## config.mk

```make
export PLATFORM = sky130hd
export DESIGN_NAME = alu_seq8
export DESIGN_NICKNAME = d
export VERILOG_FILES = /design/src/rtl/alu_seq8.sv
export SDC_FILE = /design/constraint.sdc
export NUM_CORES = 1
export LEC_CHECK = 0
export ABC_CLOCK_PERIOD_IN_PS = 2410
export CORE_MARGIN = 4
export CORE_UTILIZATION = 35
export CTS_CLUSTER_SIZE = 16
export DETAILED_ROUTE_END_ITERATION = 8
export HOLD_SLACK_MARGIN = 0.06
export MAX_ROUTING_LAYER = met4
export SYNTH_ARGS = -nofsm -noshare
export SYNTH_HDL_FRONTEND = slang
export SYNTH_SLANG_ARGS = --single-unit
```

## constraint.sdc

```tcl
create_clock -name clk -period 2.41 [get_ports clk]
set_clock_uncertainty 0.15 [all_clocks]
set_input_delay 0.482 -clock clk [delete_from_list [all_inputs] [get_ports clk]]
set_output_delay 0.482 -clock clk [all_outputs]
set_load 0.05 [all_outputs]
```

## src/rtl/alu_seq8.sv

```systemverilog
// Two-pass 8-bit ALU sequencer: drives a 4-bit combinational core low nibble then high
// nibble, chains carry between passes and assembles the 8-bit result with Z80 flags.
//
// state   | meaning
// --------+-------------------------------------------------
// ST_IDLE | ready; waiting for start, core inputs held at 0
// ST_LO   | core computes low nibble from latched operands
// ST_HI   | core computes high nibble; result/flags captured
// ST_DONE | valid pulse; core inputs held at 0
module alu_seq8 (
    input  logic       clk,
    input  logic       nreset,
    input  logic       start,
    input  logic [2:0] op,
    input  logic [7:0] a,
    input  logic [7:0] b,
    input  logic       cf_in,
    output logic       ready,
    output logic       valid,
    output logic [7:0] result,
    output logic [7:0] flags,
    output logic [3:0] core_op1,
    output logic [3:0] core_op2,
    output logic       core_cy_in,
    output logic       core_R,
    output logic       core_S,
    output logic       core_V,
    input  logic [3:0] core_result,
    input  logic       core_cy_out,
    input  logic       core_vf_out
);

    localparam logic [2:0] OP_ADD = 3'b000;
    localparam logic [2:0] OP_ADC = 3'b001;
    localparam logic [2:0] OP_SUB = 3'b010;
    localparam logic [2:0] OP_SBC = 3'b011;
    localparam logic [2:0] OP_AND = 3'b100;
    localparam logic [2:0] OP_XOR = 3'b101;
    localparam logic [2:0] OP_OR  = 3'b110;
    localparam logic [2:0] OP_CP  = 3'b111;

    typedef enum logic [1:0] {ST_IDLE, ST_LO, ST_HI, ST_DONE} state_t;

    state_t     r_state;
    state_t     w_state_nxt;
    logic [2:0] r_op;
    logic [7:0] r_a;
    logic [7:0] r_b;
    logic       r_cf;
    logic [3:0] r_res_lo;
    logic       r_hc;
    logic [7:0] r_result;
    logic [7:0] r_flags;

    logic       w_is_sub;
    logic       w_is_logic;
    logic       w_cy_lo;
    logic       w_r;
    logic       w_s;
    logic       w_v;
    logic [7:0] w_res_full;
    logic       w_h;
    logic       w_c;
    logic       w_pv;
    logic [7:0] w_flags_nxt;

    assign w_is_sub   = (r_op == OP_SUB) || (r_op == OP_SBC) || (r_op == OP_CP);
    assign w_is_logic = (r_op == OP_AND) || (r_op == OP_XOR) || (r_op == OP_OR);

    always_comb begin
        w_cy_lo = 1'b0;
        w_r     = 1'b0;
        w_s     = 1'b0;
        w_v     = 1'b0;
        case (r_op)
            OP_ADD:  w_cy_lo = 1'b0;
            OP_ADC:  w_cy_lo = r_cf;
            OP_SUB:  w_cy_lo = 1'b1;
            OP_SBC:  w_cy_lo = ~r_cf;
            OP_CP:   w_cy_lo = 1'b1;
            OP_AND: begin
                w_s     = 1'b1;
                w_cy_lo = 1'b1;
            end
            OP_XOR:  w_r = 1'b1;
            OP_OR: begin
                w_r = 1'b1;
                w_s = 1'b1;
                w_v = 1'b1;
            end
            default: w_cy_lo = 1'b0;
        endcase
    end

    always_comb begin
        w_state_nxt = r_state;
        ready       = 1'b0;
        valid       = 1'b0;
        core_op1    = 4'h0;
        core_op2    = 4'h0;
        core_cy_in  = 1'b0;
        core_R      = 1'b0;
        core_S      = 1'b0;
        core_V      = 1'b0;
        case (r_state)
            ST_IDLE: begin
                ready = 1'b1;
                if (start) w_state_nxt = ST_LO;
            end
            ST_LO: begin
                core_op1    = r_a[3:0];
                core_op2    = w_is_sub ? ~r_b[3:0] : r_b[3:0];
                core_cy_in  = w_cy_lo;
                core_R      = w_r;
                core_S      = w_s;
                core_V      = w_v;
                w_state_nxt = ST_HI;
            end
            ST_HI: begin
                core_op1    = r_a[7:4];
                core_op2    = w_is_sub ? ~r_b[7:4] : r_b[7:4];
                // logic ops keep their fixed carry-in; arithmetic chains the half carry
                core_cy_in  = w_is_logic ? w_cy_lo : r_hc;
                core_R      = w_r;
                core_S      = w_s;
                core_V      = w_v;
                w_state_nxt = ST_DONE;
            end
            ST_DONE: begin
                valid       = 1'b1;
                w_state_nxt = ST_IDLE;
            end
            default: w_state_nxt = ST_IDLE;
        endcase
    end

    // Flags are formed from the latched low half, half carry and the live high pass,
    // then registered so they hold until the next DONE.
    assign w_res_full = {core_result, r_res_lo};

    always_comb begin
        w_h  = 1'b0;
        w_c  = 1'b0;
        w_pv = ~^w_res_full;
        if (!w_is_logic) begin
            w_h  = w_is_sub ? ~r_hc : r_hc;
            w_c  = w_is_sub ? ~core_cy_out : core_cy_out;
            w_pv = core_vf_out;
        end else if (r_op == OP_AND) begin
            w_h = 1'b1;
        end
    end

    assign w_flags_nxt = {w_res_full[7], (w_res_full == 8'h00), 1'b0, w_h,
                          1'b0, w_pv, w_is_sub, w_c};

    always_ff @(posedge clk or negedge nreset) begin
        if (!nreset) begin
            r_state <= ST_IDLE;
        end else begin
            r_state <= w_state_nxt;
        end
    end

    always_ff @(posedge clk or negedge nreset) begin
        if (!nreset) begin
            r_op     <= 3'b000;
            r_a      <= 8'h00;
            r_b      <= 8'h00;
            r_cf     <= 1'b0;
            r_res_lo <= 4'h0;
            r_hc     <= 1'b0;
            r_result <= 8'h00;
            r_flags  <= 8'h00;
        end else begin
            case (r_state)
                ST_IDLE: begin
                    if (start) begin
                        r_op <= op;
                        r_a  <= a;
                        r_b  <= b;
                        r_cf <= cf_in;
                    end
                end
                ST_LO: begin
                    r_res_lo <= core_result;
                    r_hc     <= core_cy_out;
                end
                ST_HI: begin
                    r_result <= w_res_full;
                    r_flags  <= w_flags_nxt;
                end
                default: ;
            endcase
        end
    end

    assign result = r_result;
    assign flags  = r_flags;

endmodule

```

### Word level (Yosys, flattened, before mapping)

Index checks and enable logic that the tools add are counted.

| word-level totals | value |
|---|---|
| register bits after elaboration | 41 |
| latch bits | 0 |
| RAM bits | 0 |
| memory bits (read-only) | 0 |
| bits of input ports | 29 |
| output and inout port bits | 30 |
| word-level logic and storage cells | 60 |
| memories kept | 0 |

| operators by class | value |
|---|---|
| add/subtract/negate cells | 0 |
| multiply operators | 0 |
| divide/modulo/power cells | 0 |
| order comparisons | 0 |
| equality and inequality tests | 11 |
| shift operators | 0 |
| muxes and demuxes | 23 |
| bitwise operators | 5 |
| reductions and logical operators | 12 |

Operators with widths:

| cell | count |
|---|---|
| one-hot mux 4 bit (2 select lines) | 2 |
| 2-to-1 mux 1 bit | 15 |
| == test 3 bit (second input constant) | 4 |
| zero test 8 bit | 1 |
| 2-to-1 mux 4 bit | 2 |
| inverter 4 bit | 2 |
| one-hot mux 2 bit (4 select lines) | 1 |
| XNOR reduction 8 bit | 1 |
| == test 3 x 2 -> 1 bit (second input constant) | 2 |
| OR reduction 2 bit | 3 |
| == test 2 bit (second input constant) | 2 |
| logical OR 1 bit | 4 |
| == test 3 x 1 -> 1 bit (second input constant) | 1 |
| inverter 1 bit | 3 |
| one-hot mux 1 bit (3 select lines) | 1 |
| OR reduction 3 bit | 1 |
| == test 2 x 1 -> 1 bit (second input constant) | 1 |
| zero test 2 bit | 1 |
| 2-to-1 mux 2 bit | 1 |
| inequality test 2 bit (second input constant) | 1 |
| one-hot mux 1 bit (2 select lines) | 1 |
| AND reduction 2 bit | 1 |

### Depth between registers and ports, before layout

Gate-level depths: netlist of the first run.

| depth | value |
|---|---|
| depth in word-level cells | 5 |
| gate-level depth with buffers | 6 |
| mapped depth without buffers | 6 |

### Worst setup path after synthesis of the first run

No wires, ideal clock.

| path | value |
|---|---|
| path type | register to output |
| from | reg r_state[0] |
| to | out core_cy_in |
| arrival | 1.894 ns |
| required time | 1.778 ns |
| path slack | -0.116 ns |
| stages on the path, launching flop included | 6 |
| path buffers | 1 |
| path through | dfrtp_1 inv_1 ha_1 clkbuf_1 nand2_1 o221ai_1 |

| on the way | value |
|---|---|
| word-level cells in the longest chain between the ends | 2 |
| elaborated cells between the ends (all ways) | 3 |
| classes of those cells | 2 x eq/ne; 1 x mux |

RTL lines:

| item | RTL line | RTL |
|---|---|---|
| start, declared | 44 | `state_t r_state;` |
| start signal, assigned | 161 | `r_state <= w_state_nxt;` |
| == test 2 bit / == test 2 x 1 -> 1 bit (equally long branches) | 105 | `case (r_state)` |
| one-hot mux 1 bit (2 select lines) * | 105 |  |
| end, declared | 24 | `output logic core_cy_in,` |

Mark *: on every way between the ends. The rest lies on a longest branch, timed or not.

### Worst setup path in the final report of the first run

Ends and elaborated chain as after synthesis.

==> metrics.txt, run 1 <==
status complete, no violations; reg-to-reg setup timing slack roughly 0.66 ns; Critical Path Max Stage Delay ~0.45 ns; Ports roughly 60; HP Class flip-flop to flip-flop; Clock transition at path regs roughly 0.080 ns; global route overflow 0; GP Congestion 0.729; ANT nets after route 0; WL/cell around 14 um; most numerous cell in the Yosys netlist dfrtp_1; CTS root buffer clkbuf_8; worst setup margin a little under 0.1 ns; clock buffer depth 2; nets@finish approximately 270; FF-to-FF End r_b[4]; Initial Util 0.362; Post-synth ARST share 1.00; Synth area leaders dfrtp_1 50%, mux2_2 16%, ha_1 5.0%; total wire length 4280 um; Die Y 83.7 um; core area 0.00554 mm2; count of final setup violators 0; critical path class flip-flop to primary output; post-route minimum period approximately 2.3 ns; DRT iter0 DRCs 48; post-synthesis register bit count 40; predominant post-synthesis flop cell dfrtp_1; first-pass GRT wire length between 7000 and 8000 um; worst min-delay path endpoint flags[4]; R2R depth 5; die area 0.00701 mm2; CTS tree yes; syn avg cell area ~12 um2; worst r2r src r_state[0]; WHS Path Cells 1; Critical Path End Type primary output; GRT Util Overall 0.133; CP max FO 5; max-slew violations 0; Ys Warns 0; Top delay family on crit path flip-flops; Layout Area Growth over Synthesis 48.2%; first drt pass iteration count 4; DR DRC count 0; Critical path buffers and inverters 2; Die W approximately 84 um; Port Buffers 56; hpwl dp 3240 um; CP Cell Sequence inv_2 -> ha_4 -> nand2_2 -> nor2_1 -> nand2_1 -> o221ai_4 -> buf_12; worst slew pin tran slightly above 0.5 ns; antenna cell count 0; fmax around 430 MHz; RSZ-0062 raised after global routing false; DR vias/cell around 4.7; Hold Slack 0.335 ns; sequential area share after synthesis 0.498; # rows 27; clock sink count 40; Post-Syn Instances ~170; hold path start flags[4]; crit share post-route 0.959; worst-skew pair later-pin latency just under 0.3 ns; Mapped Area 0.00201 mm2; vias in the first global route roughly 1500; Req. time, crit path ~1.8 ns; largest net degree at the start of global routing 22; top post-synthesis cells by count 40 x dfrtp_1, 29 x mux2_2, 15 x inv_1, 12 x nand2_1, 10 x xor2_1; EDFF count, synth 0; initial antenna violation count 0; critical path arrival between 1.5 and 2 ns; dpl ws 0.269 ns; most area-hungry cell type in the Yosys netlist dfrtp_1; total CTS buffers 5; total number of vias ~1400; Slowest-stage cell, CP dfrtp_2; Synth top area share 0.498; final hold vios 0; htree depth 2; Critical Path Source Type flip-flop; Worst slew margin 0.657; layout cells sized above 1 0.329; Netlist cell types 30; max-capacitance violation count 0
==> worst register-to-register path, stage by stage (launching register included) <==
cell and delay (ns):
dfrtp_2 0.42, inv_2 0.08, ha_4 0.18, nand2_1 0.26, buf_12 0.20, mux2_2 0.34
==> stage by stage <==
| stage | setup TNS [ns] | instance area (um2) | utilization | std cells |
|---|---|---|---|---|
| floorplan | -0.275 | 2020 | - | 173 |
| global placement | 0 | 2780 | 0.502 | 298 |
| detailed placement | 0 | 2780 | 0.502 | 298 |
| CTS | 0 | 2950 | 0.532 | 307 |
| global route | 0 | 2980 | 0.537 | 309 |
| finish | 0 | 2980 | 0.537 | 309 |
==> cell usage in the layout (no fill, tap or decap), drive strengths merged, types with 3 or more instances in the layout <==
master and count:
clkdlybuf4s50 41, dfrtp 40, mux2 29, buf 23, inv 15, nand2 13
xor2 10, ha 8, o21ai 7, clkbuf 6, nor2 5, o22ai 5
a22oi 4, a21oi 4, nor2b 4, xnor2 3
==> state kept, by name, indices dropped and copies added, names as in the netlist <==
register,flops
result,8
flags,5
r_cf,1
r_b,8
r_hc,1
r_state,2
r_res_lo,4
r_a,8
r_op,3
==> worst max-delay path by stage <==
stage	start	cells after the start	endpoint	slack, ns
global placement	r_state[1]	6	core_op1[0]	0.28
detailed placement	r_state[1]	7	core_cy_in	0.27
global route	r_state[1]	7	core_cy_in	0.007
CTS	r_state[0]	7	core_cy_in	0.001
finish	r_state[0]	7	core_cy_in	0.1
floorplan	r_state[0]	5	core_op2[0]	-0.09
==> final cells by class <==
type,count,area [um2]
clock buffers,6,82.6
repair buffers,66,762
multi-input cells,108,971
fillers,503,2560
clock inverters,2,10.0
well taps,72,90.1
inverters,15,56.3
flip-flops and latches,40,1000
==> timing repair <==
item	4_1_cts	5_1_grt
setup endpoints to repair	8	9
pin swaps	0	0
hold buffers	1	0
resized for setup	12	5
setup buffers	0	2
endpoints found under the hold margin	19	0
==> layer usage <==
layer	global-route usage	wire [um]	vias up
met5	-	0	-
met4	0.0439	39	0
met3	0.0543	379	4
met2	0.205	2000	44
met1	0.160	1860	693
li1	-	-	703
==> cells by family (layout without fill, tap and decap cells) <==
group                    after synthesis  in the layout  share of synthesized area
AO/OA/AOI/OAI                         24             24                     0.0741
XOR/XNOR                              13             13                     0.0567
adder cells (fa/ha/maj)                8              8                     0.0498
buffers and inverters                 25             89                     0.0635
flip-flops                            40             40                      0.498
multiplexers                          31             31                      0.173
other                                  1              2                    0.00187
AND/OR/NAND/NOR                       30             30                     0.0829
Power of run 1 is left out: the tool's default activity adds up to more than one toggle a clock period on the data nets, which glitch-free logic cannot reach.
==> run 2: changes to the inputs <==
--- a/config.mk
+++ b/config.mk
@@ -6,7 +6,7 @@
 export NUM_CORES = 1
 export LEC_CHECK = 0
 export ABC_CLOCK_PERIOD_IN_PS = 2410
-export CORE_MARGIN = 4
+export CORE_MARGIN = 3
 export CORE_UTILIZATION = 35
 export CTS_CLUSTER_SIZE = 16
 export DETAILED_ROUTE_END_ITERATION = 8
==> metrics.txt, run 2 (synthesis gave the netlist of run 1 again) <==
reg-to-reg setup timing slack roughly 0.76 ns; WL/cell about 14 um; Worst slew margin 0.595; largest net degree at the start of global routing 28; count of final setup violators 0; Initial Util 0.376; worst setup margin between 0.1 and 0.15 ns; total number of vias about 1400; commonest cells after routing, fill and taps aside 42 x clkdlybuf4s50_1, 40 x dfrtp_1, 29 x mux2_2, 14 x inv_1, 12 x buf_12; antenna cell count 0; CP max FO 3; worst r2r src r_state[0]; final hold vios 0; clock buffer depth 2; Clock transition at path regs 0.07 ns; Critical Path Source Type flip-flop; global route overflow 0; critical path class flip-flop to primary output; dpl ws 0.260 ns; R2R depth 5; vias in the first global route ~1400; critical path arrival roughly 1.7 ns; Storage cell area about 0.001 mm2; hpwl dp 3180 um; hold path start flags[4]; WHS Path Cells 1; GRT Util Overall 0.140; Die Y between 80 and 90 um; layout cells sized above 1 0.322; Req. time, crit path about 1.8 ns; post-route minimum period between 2 and 2.5 ns; initial antenna violation count 0; core area ~0.0053 mm2; Critical Path Max Stage Delay around 0.80 ns; Die W slightly above 80 um; RSZ-0062 raised after global routing false; worst-skew pair later-pin latency ~0.29 ns; nets@finish roughly 270; crit share post-route 0.955; final core occ 0.548; DR vias/cell approximately 4.6; max-slew violations 0; Critical Path End Type primary output; worst min-delay path endpoint flags[4]; CTS tree yes; fmax ~430 MHz; HP Class flip-flop to flip-flop; total wire length 4230 um; DRT iter0 DRCs between 60 and 70; CTS root buffer clkbuf_8; Layout Area Growth over Synthesis 45.6%; htree depth 2; first drt pass iteration count 4; Fill cells approximately 480; Slowest-stage cell, CP clkdlybuf4s50_1; CP Cell Sequence ha_1 -> clkdlybuf4s50_1; Port Buffers 56; area taken by multi-input logic gates around 950 um2; ANT nets after route 0; Ports 59; commonest non-fill, non-tap cell in the layout clkdlybuf4s50_1; # rows 26; GP Congestion 0.790; status complete, no violations; clock sink count 40; DR DRC count 0; first-pass GRT wire length roughly 6800 um; FF-to-FF End r_b[7]; total CTS buffers 5; die area 0.00668 mm2; worst slew pin tran 0.607 ns; max-capacitance violation count 0
==> run 2: layout make-up <==
type | instances | area share
tap | 70 | 0.0300
multi-input combinational | 108 | 0.324
clock inverter | 1 | 0.00171
inverter | 15 | 0.0193
timing repair buffer | 66 | 0.258
sequential | 40 | 0.342
clock buffer | 6 | 0.0248
==> run 2: what timing repair did <==
action                     4_1_cts  5_1_grt
resized for setup                5       10
hold endpoints to repair         2        0
setup endpoints to repair        4        9
setup buffers                    0        1
hold buffers                     1        0
==> run 2: metal layers <==
metal,vias up,global-route usage,wire length (um)
li1,706,-,-
met1,671,0.178,1950
met2,34,0.215,1990
met3,5,0.0351,220
met4,0,0.0548,70
met5,-,-,0
==> run 2: metrics by stage <==
step	std cells	hold slack (ns)	TNS (ns)	cell area, um2
after CTS	305	0.337	-0.00486	2890
after global routing	306	0.348	0	2920
after global placement	297	0.314	0	2770
after detailed placement	297	0.320	0	2770
final	306	0.330	0	2920
after floorplan	173	0.0364	-0.275	2020
==> run 2: worst max path at each step <==
stage	cells after the start	slack (ns)	to	startpoint
global route	6	0.003	core_op1[3]	r_state[0]
floorplan	5	-0.09	core_op2[0]	r_state[0]
global placement	5	0.30	core_op2[0]	r_state[0]
CTS	7	-0.005	core_cy_in	r_state[0]
detailed placement	7	0.26	flags[2]	core_result[2]
finish	2	0.11	valid	r_state[1]
==> run 2: worst max-delay path, delay by kind of cell, from the launching register on <==
family | cells | cell delay [ns]
buffers and inverters | 1 | 0.80
flip-flops | 1 | 0.39
adder cells (fa/ha/maj) | 1 | 0.19
Power of run 2 is left out for the same reason.
==> variant, RTL diff (flow settings as in run 1) <==
Encoding of `state_t`: now one-hot (4 bits for 4 states).
--- a/src/rtl/alu_seq8.sv
+++ b/src/rtl/alu_seq8.sv
@@ -41,3 +41,3 @@
 
-    typedef enum logic [1:0] {ST_IDLE, ST_LO, ST_HI, ST_DONE} state_t;
+    typedef enum logic [3:0] {ST_IDLE = 4'b0001, ST_LO = 4'b0010, ST_HI = 4'b0100, ST_DONE = 4'b1000} state_t;
 
Formal check against the unedited RTL: no difference found for any inputs over 10 cycles, from zero or initial values and one cycle with nreset low; not proved beyond that.
==> variant against run 1 <==
  * Final cell count is 2.3% higher
  * Largest cell class unchanged
  * Sequential cell count up 2
  * Area after synthesis fell by 2.6%
  * Worst setup slack got worse by 170 ps
  * Sequential share of layout area increased by 0.81 points
  * The run now ends with setup timing left
  * Design area is 2.4% higher
  * Critical path type unchanged
  * Wire length decreased by 5.1%
  * Non-clock buffer count rose by 8
==> variant: results (changes against run 1) <==
| Metric | Value |
|---|---|
| Setup ws final | -71.75 ps (was 98.98 ps) |
| Hold slack | 99.06 ps (was 334.6 ps) |
| DPL Wire Length | 2.956 mm (was 3.241 mm) |
| Finished Core Util | 57.81% (was 53.70%) |
| Comb_multi_in | 111 (was 108) |
| Met2 WL | 1.965 mm (was 2.004 mm) |
| Worst path slowest cell | or4b_4 (was dfrtp_2) |
| Met3 WL | 323 um (was 379 um) |
| CP max stage delay | 600 ps (was 450 ps) |
| Slew HR | 64.25% (was 65.69%) |
| Post-synth cell types | 33 (was 30) |
| IO buf count | 56 (unchanged) |
| Post-synthesis mux area share | 12.02% (was 17.26%) |
| Number of global-route vias before repair | 1390 (was 1495) |
| Initial antenna violation count | 0 (unchanged) |
| WL met1 | 1.722 mm (was 1.855 mm) |
| Setup_tns | -280.9 ps (was 0 ps) |
| Share of the synthesized area in compound gates (AO/OA/AOI/OAI) | 8.248% (was 7.414%) |
| CP arrival | 1850 ps (was 1680 ps) |
| Reg2Reg Setup Slack | 490 ps (was 660 ps) |
| Area of the multi-input gates | 907.1 um^2 (was 970.9 um^2) |
| Buffer share of cell area | 27.39% (was 25.61%) |
| Largest net degree at the start of global routing | 43 (was 22) |
| Flip-flop and latch count | 42 (was 40) |
| Crit-path max FO | 6 (was 5) |
| Iteration-0 DRC Markers | 28 (was 48) |
| Post-synthesis sequential area ratio | 53.77% (was 49.84%) |
| Vias per cell | 4.582 (was 4.673) |
| Clk cell area share | 3.819% (was 3.112%) |
| TAP cells | 70 (was 72) |
| Non-clk invs | 11 (was 15) |
| Final setup viols | 8 (was 0) |
| Register Area | 1052 um^2 (was 1003 um^2) |
| Setup WS pre-CTS | 125.2 ps (was 269.1 ps) |
| GR Layer Usage met3 | 5.076% (was 5.429%) |
| Final WL | 4.061 mm (was 4.279 mm) |
| CTS max path bufs | 2 (unchanged) |
| Xor-xnor portion of the synthesized cell area | 6.266% (was 5.670%) |
| Global-route wire length before repair | 6.748 mm (was 7.182 mm) |
| Post-Place Cell Area | 2731 um^2 (was 2781 um^2) |
| Total track usage | 13.52% (was 13.33%) |
| Post-Place Cells | 299 (was 298) |
| Non-CTS buffers | 74 (was 66) |
| Status | finished with violations (was complete, no violations) |
| Clk_lat worst skew | 300 ps |
| Worst hold-check path type | in -> async (was reg -> reg) |
| Adder-Cell Fraction of Synth Area | 2.558% (was 4.984%) |
| Final cell count without fillers | 316 (was 309) |
| Antenna Nets Post-Route | 0 (unchanged) |
| Most common library cells after synthesis | 41 x dfrtp_1, 27 x nand2_1, 17 x mux2_2 (was 40 x dfrtp_1, 29 x mux2_2, 15 x inv_1) |
| Nets | 278 (was 273) |
| Failing checks | setup timing |
| Dominant cells by area after synthesis | dfrtp_1 52%, mux2_2 9.8%, nand2_1 5.2%, xor2_1 4.5%, ha_1 2.6% (was dfrtp_1 50%, mux2_2 16%, ha_1 5.0%, xor2_1 4.4%, inv_1 2.8%) |
| Syn Inst Count | 175 (was 172) |
| Clock buffer count in the final layout | 7 (was 6) |
| GR Util met2 | 20.67% (was 20.46%) |
| Layout cell share with drive strength beyond 1 | 30.89% (was 32.91%) |
[variant: cell types whose count changed after synthesis, moves of 6 or more]
cell     change
nand2_1     +15
mux2_2      -12
o21ai_1      +8
inv_1        -6
[variant: worst register-to-register path: cells and delay by family (launching register included)]
family,cells,cell delay (ps)
buffers and inverters,2,340
muxes,1,330
and+or+nand+nor,2,430
DFF,1,550
[variant: path summary, 6_finish.rpt]
path / depth (start not counted) / startpoint / to
min reg2reg: 2 / flags[4] / flags[4]
min in group clk: 2 / flags[4] / flags[4]
min: 2 / nreset / r_a[0]
max reg2reg: 5 / r_state[0] / r_a[1]
max: 5 / r_state[1] / core_op1[1]
max in group asynchronous: 2 / nreset / r_state[0]
[variant: repair_timing]
item                                    in CTS  in global routing
gates cloned                                 0                  0
pin swaps                                   10                  2
buffers inserted                             8                  1
endpoints found under the setup margin      12                 12
gates resized for setup                     18                  3
hold buffers                                 0                  0
